===== config.mk =====
export PLATFORM = sky130hd
export DESIGN_NAME = uart_tx
export DESIGN_NICKNAME = d
export VERILOG_FILES = /design/src/rtl/uart_tx.sv
export SDC_FILE = /design/constraint.sdc
export NUM_CORES = 1
export LEC_CHECK = 0
export ABC_AREA = 1
export CORE_ASPECT_RATIO = 0.75
export CORE_MARGIN = 5
export CORE_UTILIZATION = 55
export CTS_BUF_LIST = sky130_fd_sc_hd__clkbuf_4 sky130_fd_sc_hd__clkbuf_8
export DETAILED_ROUTE_END_ITERATION = 10
export GPL_TIMING_DRIVEN = 1
export PLACE_DENSITY_LB_ADDON = 0.1
export SYNTH_ARGS = -nofsm -noshare
export SYNTH_HDL_FRONTEND = slang
export SYNTH_SLANG_ARGS = --single-unit

===== constraint.sdc =====
create_clock -name clk -period 2.8 [get_ports clk]
set_clock_uncertainty 0.2 [all_clocks]
set_input_delay 0.56 -clock clk [delete_from_list [all_inputs] [get_ports clk]]
set_output_delay 0.56 -clock clk [all_outputs]
set_load 0.02 [all_outputs]

===== src/rtl/uart_tx.sv =====
// uart_tx: 8N1-style serial transmitter with ready/new_data handshake; optional even parity via UART_PARITY_EN
module uart_tx #(
    parameter int DATA_BITS = 8,
    parameter int BAUD      = 9600,
    parameter int SYS_CLK   = 12000000
) (
    input  logic                 clk,
    input  logic                 rst_n,
    input  logic                 enable,
    input  logic [DATA_BITS-1:0] tx_input,
    input  logic                 new_data,
    output logic                 tx_wire,
    output logic                 ready
);
    localparam int DIV = (SYS_CLK + BAUD / 2) / BAUD;
    localparam int CW  = DIV > 1 ? $clog2(DIV) : 1;
    localparam int BW  = DATA_BITS > 1 ? $clog2(DATA_BITS) : 1;
    localparam logic [CW-1:0] BAUD_LAST = CW'(DIV - 1);
    localparam logic [BW-1:0] BIT_LAST  = BW'(DATA_BITS - 1);

    typedef enum logic [2:0] {IDLE, START, DATA, PARITY, STOP} state_t;

    state_t               r_state, w_state;
    logic [CW-1:0]        r_baud, w_baud;
    logic [BW-1:0]        r_bit, w_bit;
    logic [DATA_BITS-1:0] r_shift, w_shift;
    logic                 r_tx, w_tx;
    logic                 w_bit_end;
`ifdef UART_PARITY_EN
    logic                 r_par, w_par;
`endif

    assign w_bit_end = r_baud == BAUD_LAST;
    assign ready     = (r_state == IDLE) && enable;
    assign tx_wire   = r_tx;

    // Next-state logic: baud counter wraps every bit; the shift register drops one bit per data bit
    always_comb begin
        w_state = r_state;
        w_baud  = w_bit_end ? '0 : r_baud + CW'(1);
        w_bit   = r_bit;
        w_shift = r_shift;
        w_tx    = r_tx;
`ifdef UART_PARITY_EN
        w_par   = r_par;
`endif
        if (!enable) begin
            w_state = IDLE;
            w_tx    = 1'b1;
            w_baud  = '0;
            w_bit   = '0;
        end else begin
            case (r_state)
                IDLE: begin
                    w_baud = '0;
                    w_bit  = '0;
                    if (new_data) begin
                        w_state = START;
                        w_tx    = 1'b0;
                        w_shift = tx_input;
`ifdef UART_PARITY_EN
                        w_par   = ^tx_input;
`endif
                    end
                end
                START: begin
                    w_state = w_bit_end ? DATA : START;
                    w_tx    = w_bit_end ? r_shift[0] : r_tx;
                end
                DATA: begin
                    if (w_bit_end && r_bit == BIT_LAST) begin
`ifdef UART_PARITY_EN
                        w_state = PARITY;
                        w_tx    = r_par;
`else
                        w_state = STOP;
                        w_tx    = 1'b1;
`endif
                    end else if (w_bit_end) begin
                        w_bit   = r_bit + BW'(1);
                        w_shift = r_shift >> 1;
                        w_tx    = w_shift[0];
                    end
                end
                PARITY: begin
                    w_state = w_bit_end ? STOP : PARITY;
                    w_tx    = w_bit_end ? 1'b1 : r_tx;
                end
                STOP: w_state = w_bit_end ? IDLE : STOP;
                default: begin
                    w_state = IDLE;
                    w_tx    = 1'b1;
                end
            endcase
        end
    end

    // State register; reset forces the line idle-high at once, independent of clk
    always_ff @(posedge clk or negedge rst_n) begin
        if (!rst_n) begin
            r_state <= IDLE;
            r_baud  <= '0;
            r_bit   <= '0;
            r_shift <= '0;
            r_tx    <= 1'b1;
`ifdef UART_PARITY_EN
            r_par   <= 1'b0;
`endif
        end else begin
            r_state <= w_state;
            r_baud  <= w_baud;
            r_bit   <= w_bit;
            r_shift <= w_shift;
            r_tx    <= w_tx;
`ifdef UART_PARITY_EN
            r_par   <= w_par;
`endif
        end
    end
endmodule


### Word level (Yosys, flattened, before mapping)

Index checks and enable logic that the tools add are counted.

* input bits: 12
* register bits: 26
* output and inout port bits: 2

* reductions and logical operators: 8
* add/subtract/negate cells: 2
* eq/ne operators: 18
* muxes and demuxes: 25

Operator list (count)
* $mux 11: 3
* $mux 3: 8
* $mux 8: 3
* $ne 3x3->1 const B: 6
* $pmux 8 s2: 1
* $pmux 3 s5: 1
* $add 11x1->11 const B: 1
* $eq 11x11->1 const B: 1
* $reduce_and 5->1: 2
* $ne 2x2->1 const B: 4
* $eq 3x2->1 const B: 2
* $eq 3x3->1 const B: 2
* $mux 1: 6
* $pmux 3 s2: 1
* $pmux 1 s5: 1
* $ne 4x4->1 const B: 1
* $add 3x1->3 const B: 1
* $eq 3x1->1 const B: 1
* $logic_not 3->1: 1
* $ne 3x1->1 const B: 1
* $reduce_and 3->1: 1
* $logic_and 1x1->1: 2
* $mux 2: 1
* $reduce_and 2->1: 1
* $reduce_bool 2->1: 1

### Logic depth before layout (Yosys ltp)

Gate-level depths: netlist of run 1.

* depth after elaboration: 5
* gate-level depth with buffers: 10

### Worst setup path after synthesis of run 1

No wires, ideal clock.

* path type: reg2out
* start: register r_state[2]
* end: output port ready
* required time: 2.040 ns
* buffers on the path: 0
* data arrival time: 0.952 ns
* slack: 1.088 ns
* cell stages (with the launch flop): 4
* path through: dfrtp_1 > inv_1 > nand2_1 > nor2_1

* longest elaborated chain between the ends: 2

RTL lines
* start: declaration: RTL line 23 `state_t r_state, w_state;`
* start signal: assignment: RTL line 110 `r_state <= w_state;`
* $logic_not 3->1: RTL line 34 `assign ready = (r_state == IDLE) && enable;`
* $logic_and 1x1->1: RTL line 34
* end: declaration: RTL line 13 `output logic ready`

No other way between the ends.

### Final worst setup path of run 1

* start: input port enable
* end: output port ready

* longest elaborated chain between the ends: 1

RTL lines
* start: declaration: RTL line 9 `input logic enable,`
* $logic_and 1x1->1: RTL line 34

No other way between the ends.

==> metrics.md, run 1 <==
| Metric | Value |
|---|---|
| Status | `finished clean` |
| Peak supply drop | `0.000349 V` |
| Initial Utilization | `0.562` |
| Die H | `56.9 µm` |
| Port Buf Inserts | `13` |
| Power Dens Cells | `430 nW/µm²` |
| Yosys top cell by area | `dfrtp_1` |
| Mean routed wirelength per cell | `13.1 µm` |
| I/O Pins | `14` |
| Vias per std cell | `5.47` |
| Crit Path Class | `input port to output pin` |
| DR vias | `1405` |
| Yosys cell types | `30` |
| Clock Path Buffers | `2` |
| Tcrit/Tclk final | `0.934` |
| Antenna viol nets, final | `0` |
| Latest clock arrival within the worst-skew pair | `270 ps` |
| Die area | `4130 µm²` |
| Final hold viol count | `0` |
| Utilization after layout | `0.627` |
| Most common cell after layout, fill and taps aside | `nand2_1` |
| Hold-fix buffers at CTS | `0` |
| Crit path DAT | `1860 ps` |
| Total leakage power | `0.858 nW` |
| Initial antenna violation count | `0` |
| Final Setup Violations | `0` |
| Max cap viols | `0` |
| Largest net degree at the start of global routing | `27` |
| Post-cts sizing count | `0` |
| M1 WL | `1640 µm` |
| Gr usage total | `0.168` |
| Syn nets | `222` |
| Dpl cell area | `1750 µm²` |
| #FFs+latches synth | `26` |
| HPWL after detailed placement | `2460 µm` |
| Pre-Repair DR Iteration Count | `4` |
| Area grow syn2layout | `11.7%` |
| CTS buffer count | `3` |
| Row count | `17` |
| First-pass GRT wire length | `5490 µm` |
| Worst-case reg-to-reg path depth | `9` |
| Fin crit period | `2620 ps` |
| Least-Margin Pin Slew | `332 ps` |
| N_diodes | `0` |
| Max frequency | `0.382 GHz` |
| Synthesized cell area | `1610 µm²` |
| Synth top area cells | `dfrtp_1 39%, nand2_1 14%, nand4_1 6.6%` |
| Critical-path maximum fanout | `2` |
| Max-slew violations | `0` |
| Post CTS Setup Buffer Count | `0` |
| Area share of the largest cell type after synthesis | `0.388` |
| Met3 WL | `223 µm` |
| Crit. End Element | `output pin` |
| DRT Wirelength | `3360 µm` |
| DR DRC count | `0` |
| Hold path depth | `2` |
| Slew HR | `0.779` |
| Most frequent cells in the layout | `60 x nand2_1, 25 x dfrtp_1, 23 x nor2_1` |
| Design area | `1800 µm²` |
| Drt initial violations | `136` |
| Startpoint types | `input port` |
| Fraction of layout cells with a size suffix above 1 | `0.151` |
| Hold WS | `280 ps` |
| DR top layer | `met4` |
| Nets | `236` |
| Vias in the first global route | `1217` |
| CTS sink cnt | `26` |
| Met2 Wirelength | `1440 µm` |
| Die X | `72.5 µm` |
| Synth Warn # | `0` |
| GRT overflow | `0` |
| Core ar. | `2870 µm²` |
| Post-Place Cells | `253` |
| Placer congestion estimate | `0.882` |
| Clock transition at the registers of the reported paths | `90 ps` |
| Fillers | `248` |
| CTS tree | `built` |
| H-tree levels | `1` |
| Post-Synthesis Cells | `206` |
| Sequential area share after synthesis | `0.404` |
| Hold Crit Class | `register to register` |
| Final setup TNS | `0 ps` |
| CP required | `2040 ps` |
| Unrepaired setup endpoints after global routing | `false` |
| Final Non-Filler Cells | `257` |
| Avg Inst Size Synth | `7.83 µm²` |
| CTS root buf | `clkbuf_8` |
where the power goes:
group / leakage, nW / switching [mW] / internal [mW]
sequential: 0.346 / 0.0152 / 0.402
clock: 0.0288 / 0.112 / 0.126
combinational: 0.483 / 0.0692 / 0.0499
final timing paths:
path / slack [ps] / from / to
worst max-delay path: 180 / enable / ready
worst min-delay path: 280 / tx_wire / tx_wire
worst max register to register: 820 / r_baud[1] / r_shift[2]
worst min register to register: 280 / tx_wire / tx_wire
max in group asynchronous: 1660 / rst_n / tx_wire
min in group asynchronous: 450 / rst_n / r_baud[6]
through the flow:
step	worst slack (ps)	total power, mW
2_1_floorplan	1090	0.498
6_report	184	0.775
4_1_cts	186	0.784
3_5_place_dp	193	0.544
5_1_grt	155	0.822
3_3_place_gp	217	0.537
synthesized netlist by cell type, drive strengths merged:
master / instances
a21oi: 3
nand4: 18
nor4: 1
nand3: 14
o21ai: 4
nand2: 68
nor2: 27
dfrtp: 25
ha: 4
buf: 6
a31oi: 1
nor3: 4
xor2: 2
inv: 22
nor3b: 4
dfstp: 1
o21bai: 2
kinds of logic (layout without fill, tap and decap cells):
logic type	count (synthesis)	in the layout	share of synthesized area
buf+inv	28	41	0.0908
simple gates	136	136	0.428
compound gates	10	10	0.0349
fa+ha+maj	4	4	0.0310
flops	26	26	0.404
xor+xnor	2	2	0.0109
sequential cells by signal, indices dropped and copies added, names as in the netlist:
name	count
r_state	3
r_baud	11
r_shift	8
tx_wire	1
r_bit	3
cell type report:
cell class	instances	area, µm²	area share
repair buffers	15	145	0.0806
flip-flops and latches	26	652	0.362
well taps	38	47.5	0.0264
multi-input cells	152	815	0.452
clock buffers	4	55.1	0.0306
inverters	22	87.6	0.0486
layer usage:
layer / up-vias / track usage
met5: - / 0
met4: 0 / 0.0526
met3: 6 / 0.0537
met2: 51 / 0.240
met1: 652 / 0.239
li1: 696 / -
worst max-delay path, stage by stage:
cell             delay, ps
clkdlybuf4s50_1        480
nand2_1                100
nor2_1                 110
clkdlybuf4s50_1        600
Note: power is estimated with default switching activity, not from simulation.
==> inputs of run 2 (changes only) <==
--- a/config.mk
+++ b/config.mk
@@ -6,7 +6,6 @@
 export NUM_CORES = 1
 export LEC_CHECK = 0
 export ABC_AREA = 1
-export CORE_ASPECT_RATIO = 0.75
 export CORE_MARGIN = 5
 export CORE_UTILIZATION = 55
 export CTS_BUF_LIST = sky130_fd_sc_hd__clkbuf_4 sky130_fd_sc_hd__clkbuf_8
==> metrics.md, run 2 (synthesized netlist as in run 1, its figures left out) <==
| Metric | Value |
|---|---|
| Power Dens Cells | `408 nW/µm² (was 430 nW/µm²)` |
| Final setup TNS | `0 ps (unchanged)` |
| Tcrit/Tclk final | `0.932 (was 0.934)` |
| DR vias | `1399 (was 1405)` |
| Max-slew violations | `0 (unchanged)` |
| Final Setup Violations | `0 (unchanged)` |
| I/O Pins | `14 (unchanged)` |
| R2r setup slk | `830 ps (was 820 ps)` |
| Max cap viols | `0 (unchanged)` |
| Clock Path Buffers | `2 (unchanged)` |
| Post-cts sizing count | `0 (unchanged)` |
| Most frequent cells in the layout | `60 x nand2_1, 25 x dfrtp_1, 23 x nor2_1 (unchanged)` |
| Initial Utilization | `0.580 (was 0.562)` |
| Crit path DAT | `1850 ps (was 1860 ps)` |
| Mean routed wirelength per cell | `13.0 µm (was 13.1 µm)` |
| Vias per std cell | `5.60 (was 5.47)` |
| Largest net degree at the start of global routing | `16 (was 27)` |
| Worst R2R Start | `r_baud[1] (unchanged)` |
| Crit. End Element | `output pin (unchanged)` |
| Fin crit period | `2610 ps (was 2620 ps)` |
| CTS tree | `built (unchanged)` |
| Initial antenna violation count | `0 (unchanged)` |
| Clock transition at the registers of the reported paths | `140 ps (was 90 ps)` |
| DRT Wirelength | `3250 µm (was 3360 µm)` |
| Die area | `4120 µm² (was 4130 µm²)` |
| CP required | `2040 ps (about the same)` |
| CP Capture Point | `ready (unchanged)` |
| Pre-Repair DR Iteration Count | `6 (was 4)` |
| Unrepaired setup endpoints after global routing | `false (unchanged)` |
| Most common cell after layout, fill and taps aside | `nand2_1 (unchanged)` |
| Core ar. | `2780 µm² (was 2870 µm²)` |
| Register area | `652 µm² (unchanged)` |
| DR DRC count | `0 (unchanged)` |
| H-tree levels | `1 (unchanged)` |
| Die H | `64.2 µm (was 56.9 µm)` |
| CTS root buf | `clkbuf_4 (was clkbuf_8)` |
| Area grow syn2layout | `10.0% (was 11.7%)` |
| Worst setup path startpoint | `enable (unchanged)` |
| Nets | `236 (unchanged)` |
| Max frequency | `0.383 GHz (was 0.382 GHz)` |
| Biggest regs | `r_baud: 11 flops, r_shift: 8 flops (unchanged)` |
| Fraction of layout cells with a size suffix above 1 | `0.151 (unchanged)` |
| Row count | `19 (was 17)` |
| Final hold viol count | `0 (unchanged)` |
| Gr usage total | `0.168 (about the same)` |
| Least-Margin Pin Slew | `524 ps (was 332 ps)` |
| GRT overflow | `0 (unchanged)` |
| Largest Register | `r_baud (unchanged)` |
| HPWL after detailed placement | `2360 µm (was 2460 µm)` |
| Latest clock arrival within the worst-skew pair | `320 ps (was 270 ps)` |
| Hold Crit Class | `register to register (unchanged)` |
| Critical-path maximum fanout | `2 (unchanged)` |
| Final Power | `725 µW (was 775 µW)` |
| Port Buf Inserts | `13 (unchanged)` |
| Area of the multi-input gates | `815 µm² (unchanged)` |
| Reg2reg end | `r_shift[7] (was r_shift[2])` |
| Crit Path Class | `input port to output pin (unchanged)` |
| Die X | `64.2 µm (was 72.5 µm)` |
| Slew HR | `0.650 (was 0.779)` |
| Post CTS Setup Buffer Count | `0 (unchanged)` |
| Placer congestion estimate | `0.856 (was 0.882)` |
| Max reg flops | `11 (unchanged)` |
| First-pass GRT wire length | `5640 µm (was 5490 µm)` |
| Status | `finished clean (unchanged)` |
| CTS sink cnt | `26 (unchanged)` |
| Hold-fix buffers at CTS | `0 (unchanged)` |
| Final Non-Filler Cells | `250 (was 257)` |
| Drt initial violations | `133 (was 136)` |
| N_diodes | `0 (unchanged)` |
| CTS buffer count | `3 (unchanged)` |
| Vias in the first global route | `1264 (was 1217)` |
| Total leakage power | `0.850 nW (was 0.858 nW)` |
| Antenna viol nets, final | `0 (unchanged)` |
| Fillers | `246 (was 248)` |
| Post-Place Cells | `246 (was 253)` |
| Peak supply drop | `0.000317 V (was 0.000349 V)` |
| Startpoint types | `input port (unchanged)` |
| Worst-case reg-to-reg path depth | `9 (unchanged)` |
run 2: where the power goes:
group          switching, mW  leakage [nW]  total (mW)  internal (mW)
clock                  0.109        0.0210       0.189         0.0795
sequential            0.0174         0.346       0.420          0.403
combinational         0.0659         0.483       0.116         0.0498
run 2: worst min-delay path by stage:
stage                     startpoint    endpoint  depth (start not counted)
after global placement       tx_wire     tx_wire                          2
after detailed placement  r_shift[5]  r_shift[5]                          2
after floorplan                rst_n   r_baud[0]                          0
after global routing         tx_wire     tx_wire                          2
after CTS                    tx_wire     tx_wire                          2
final                        tx_wire     tx_wire                          2
run 2: critical path, cell delays in order:
cell and delay (ps):
clkdlybuf4s50_1 480, nand2_1 80, nor2_1 120, clkdlybuf4s50_1 610
run 2: final cells by class:
class / instances / area share
multi-input cells: 152 / 0.459
flip-flops and latches: 26 / 0.367
repair buffers: 15 / 0.0818
inverters: 22 / 0.0494
well taps: 31 / 0.0219
clock buffers: 4 / 0.0205
run 2: per-stage QoR:
step	cell area, µm²	util	worst slack (ps)	hold slack [ps]
after global placement	1740	0.625	215	255
final	1770	0.638	191	290
after global routing	1770	0.638	154	306
after detailed placement	1740	0.625	190	266
after floorplan	1610	-	1090	64.4
after CTS	1770	0.638	184	293
run 2: per-layer routing:
layer  vias to the layer above  wire, µm  track usage
li1                        699         -            -
met1                       650      1610        0.247
met2                        43      1430        0.247
met3                         7       161       0.0298
met4                         0        41       0.0611
met5                         -         0            0
==> inputs of run 3 (changes only) <==
--- a/config.mk
+++ b/config.mk
@@ -9,9 +9,11 @@
 export CORE_MARGIN = 5
 export CORE_UTILIZATION = 55
 export CTS_BUF_LIST = sky130_fd_sc_hd__clkbuf_4 sky130_fd_sc_hd__clkbuf_8
+export CTS_CLUSTER_DIAMETER = 60
 export DETAILED_ROUTE_END_ITERATION = 10
 export GPL_TIMING_DRIVEN = 1
 export PLACE_DENSITY_LB_ADDON = 0.1
+export SETUP_SLACK_MARGIN = 0.3
 export SYNTH_ARGS = -nofsm -noshare
 export SYNTH_HDL_FRONTEND = slang
 export SYNTH_SLANG_ARGS = --single-unit
==> metrics.md, run 3 (synthesized netlist as in run 1, its figures left out) <==
| Metric | Value |
|---|---|
| Status | `finished clean (unchanged)` |
| Post-Place Cells | `246 (unchanged)` |
| First-pass GRT wire length | `5640 µm (unchanged)` |
| CTS tree | `built (unchanged)` |
| CP top delay family | `buffers and inverters (unchanged)` |
| Largest stage delay on the critical path | `480 ps (was 610 ps)` |
| Placer congestion estimate | `0.856 (unchanged)` |
| Worst-case reg-to-reg path depth | `9 (unchanged)` |
| I/O Pins | `14 (unchanged)` |
| CTS buffer count | `3 (unchanged)` |
| Initial Utilization | `0.580 (unchanged)` |
| Slew HR | `0.650 (about the same)` |
| Max-slew violations | `0 (unchanged)` |
| GRT overflow | `0 (unchanged)` |
| Vias in the first global route | `1264 (unchanged)` |
| Gr usage total | `0.168 (unchanged)` |
| CP Depth | `4 (unchanged)` |
| Hold wc startpoint | `tx_wire (unchanged)` |
| Max frequency | `0.429 GHz (was 0.383 GHz)` |
| Least-Margin Pin Slew | `524 ps (about the same)` |
| Biggest regs | `r_baud: 11 flops, r_shift: 8 flops (unchanged)` |
| Drt initial violations | `133 (unchanged)` |
| Area grow syn2layout | `9.93% (was 10.0%)` |
| Hold path depth | `2 (unchanged)` |
| Hold Crit Class | `register to register (unchanged)` |
| Post CTS Setup Buffer Count | `0 (unchanged)` |
| DR vias | `1400 (was 1399)` |
| CP required | `2040 ps (about the same)` |
| DRT Wirelength | `3250 µm (unchanged)` |
| Nets | `236 (unchanged)` |
| Post-cts sizing count | `1 (was 0)` |
| WP buf/inv | `2 (unchanged)` |
| Place WS | `190 ps (unchanged)` |
| Core ar. | `2780 µm² (unchanged)` |
| Row count | `19 (unchanged)` |
| Fraction of layout cells with a size suffix above 1 | `0.151 (unchanged)` |
| DR DRC count | `0 (unchanged)` |
| Max reg flops | `11 (unchanged)` |
| Largest Register | `r_baud (unchanged)` |
| Fin crit period | `2330 ps (was 2610 ps)` |
| Initial antenna violation count | `0 (unchanged)` |
| CP max stage cell | `clkdlybuf4s50_1 (unchanged)` |
| Largest net degree at the start of global routing | `16 (unchanged)` |
| Tcrit/Tclk final | `0.832 (was 0.932)` |
| Fillers | `246 (unchanged)` |
| Final Non-Filler Cells | `250 (unchanged)` |
| CTS root buf | `clkbuf_4 (unchanged)` |
| Hold-fix buffers at CTS | `0 (unchanged)` |
| Final setup TNS | `0 ps (unchanged)` |
| CTS sink cnt | `26 (unchanged)` |
| Worst setup margin | `469 ps (was 191 ps)` |
| Antenna viol nets, final | `0 (unchanged)` |
| Startpoint types | `input port (unchanged)` |
| Port Buf Inserts | `13 (unchanged)` |
| Unrepaired setup endpoints after global routing | `false (unchanged)` |
| Critical-path maximum fanout | `2 (unchanged)` |
| Total leakage power | `0.852 nW (was 0.850 nW)` |
| Die H | `64.2 µm (unchanged)` |
| Final Setup Violations | `0 (unchanged)` |
| Worst R2R Start | `r_baud[1] (unchanged)` |
| Worst-path cell chain | `clkdlybuf4s50_1 -> nand2_1 -> nor2_1 -> dlygate4sd2_1 (was clkdlybuf4s50_1 -> nand2_1 -> nor2_1 -> clkdlybuf4s50_1)` |
| H-tree levels | `1 (unchanged)` |
| Die area | `4120 µm² (unchanged)` |
| Most common cell after layout, fill and taps aside | `nand2_1 (unchanged)` |
| Pre-Repair DR Iteration Count | `6 (unchanged)` |
| Mean routed wirelength per cell | `13.0 µm (unchanged)` |
| Crit. End Element | `output pin (unchanged)` |
| Most frequent cells in the layout | `60 x nand2_1, 25 x dfrtp_1, 23 x nor2_1 (unchanged)` |
| Latest clock arrival within the worst-skew pair | `320 ps (about the same)` |
| Clock Path Buffers | `2 (unchanged)` |
| Clock transition at the registers of the reported paths | `140 ps (about the same)` |
| Design area | `1770 µm² (about the same)` |
| Power Dens Cells | `408 nW/µm² (about the same)` |
| Final hold viol count | `0 (unchanged)` |
| Crit Path Class | `input port to output pin (unchanged)` |
| HPWL after detailed placement | `2360 µm (unchanged)` |
| Vias per std cell | `5.60 (about the same)` |
| N_diodes | `0 (unchanged)` |
| Dpl cell area | `1740 µm² (unchanged)` |
| Worst setup path startpoint | `enable (unchanged)` |
| Hold WS | `290 ps (about the same)` |
| Peak supply drop | `0.000313 V (was 0.000317 V)` |
| Die X | `64.2 µm (unchanged)` |
| Crit path DAT | `1570 ps (was 1850 ps)` |
| Max cap viols | `0 (unchanged)` |
==> run 3: per-stage QoR <==
step / total power [mW] / utilization
global placement: 0.537 / 0.625
detailed placement: 0.543 / 0.625
CTS: 0.729 / 0.637
floorplan: 0.498 / -
finish: 0.724 / 0.637
global route: 0.774 / 0.637
==> run 3: final cells by class <==
cell class	count	area [µm²]	share of cell area
inverter	22	87.6	0.0494
tap	31	38.8	0.0219
clock buffer	4	36.3	0.0205
sequential	26	652	0.368
multi-input combinational	152	815	0.459
timing repair buffer	15	144	0.0812
==> run 3: worst reg2reg max path: stages, from the launching register on <==
cell and delay (ps):
dfrtp_1 420, inv_1 60, ha_1 150, nand2_1 70, nor2_2 110, nand3_2 190
nand2_2 290, nand4_4 210, nand2_1 100, nand2_1 60
==> run 3: where the power goes <==
part / internal [mW] / leakage, nW / switching (mW)
Combinational: 0.0490 / 0.485 / 0.0658
Sequential: 0.403 / 0.346 / 0.0174
Clock: 0.0795 / 0.0210 / 0.109
Total: 0.531 / 0.852 / 0.193
==> run 3: worst paths after layout <==
kind	slack (ps)	to
min	290	tx_wire
max in group asynchronous	1440	r_baud[5]
min reg2reg	290	tx_wire
max	470	ready
max reg2reg	830	r_shift[7]
min in group asynchronous	370	r_baud[7]
==> run 3: per-layer routing <==
metal,wire [µm],part of all wire,global-route usage,up-vias
li1,-,-,-,698
met1,1600,0.49,0.247,650
met2,1430,0.44,0.247,45
met3,172,0.053,0.0298,7
met4,41,0.013,0.0611,0
met5,0,0,0,-
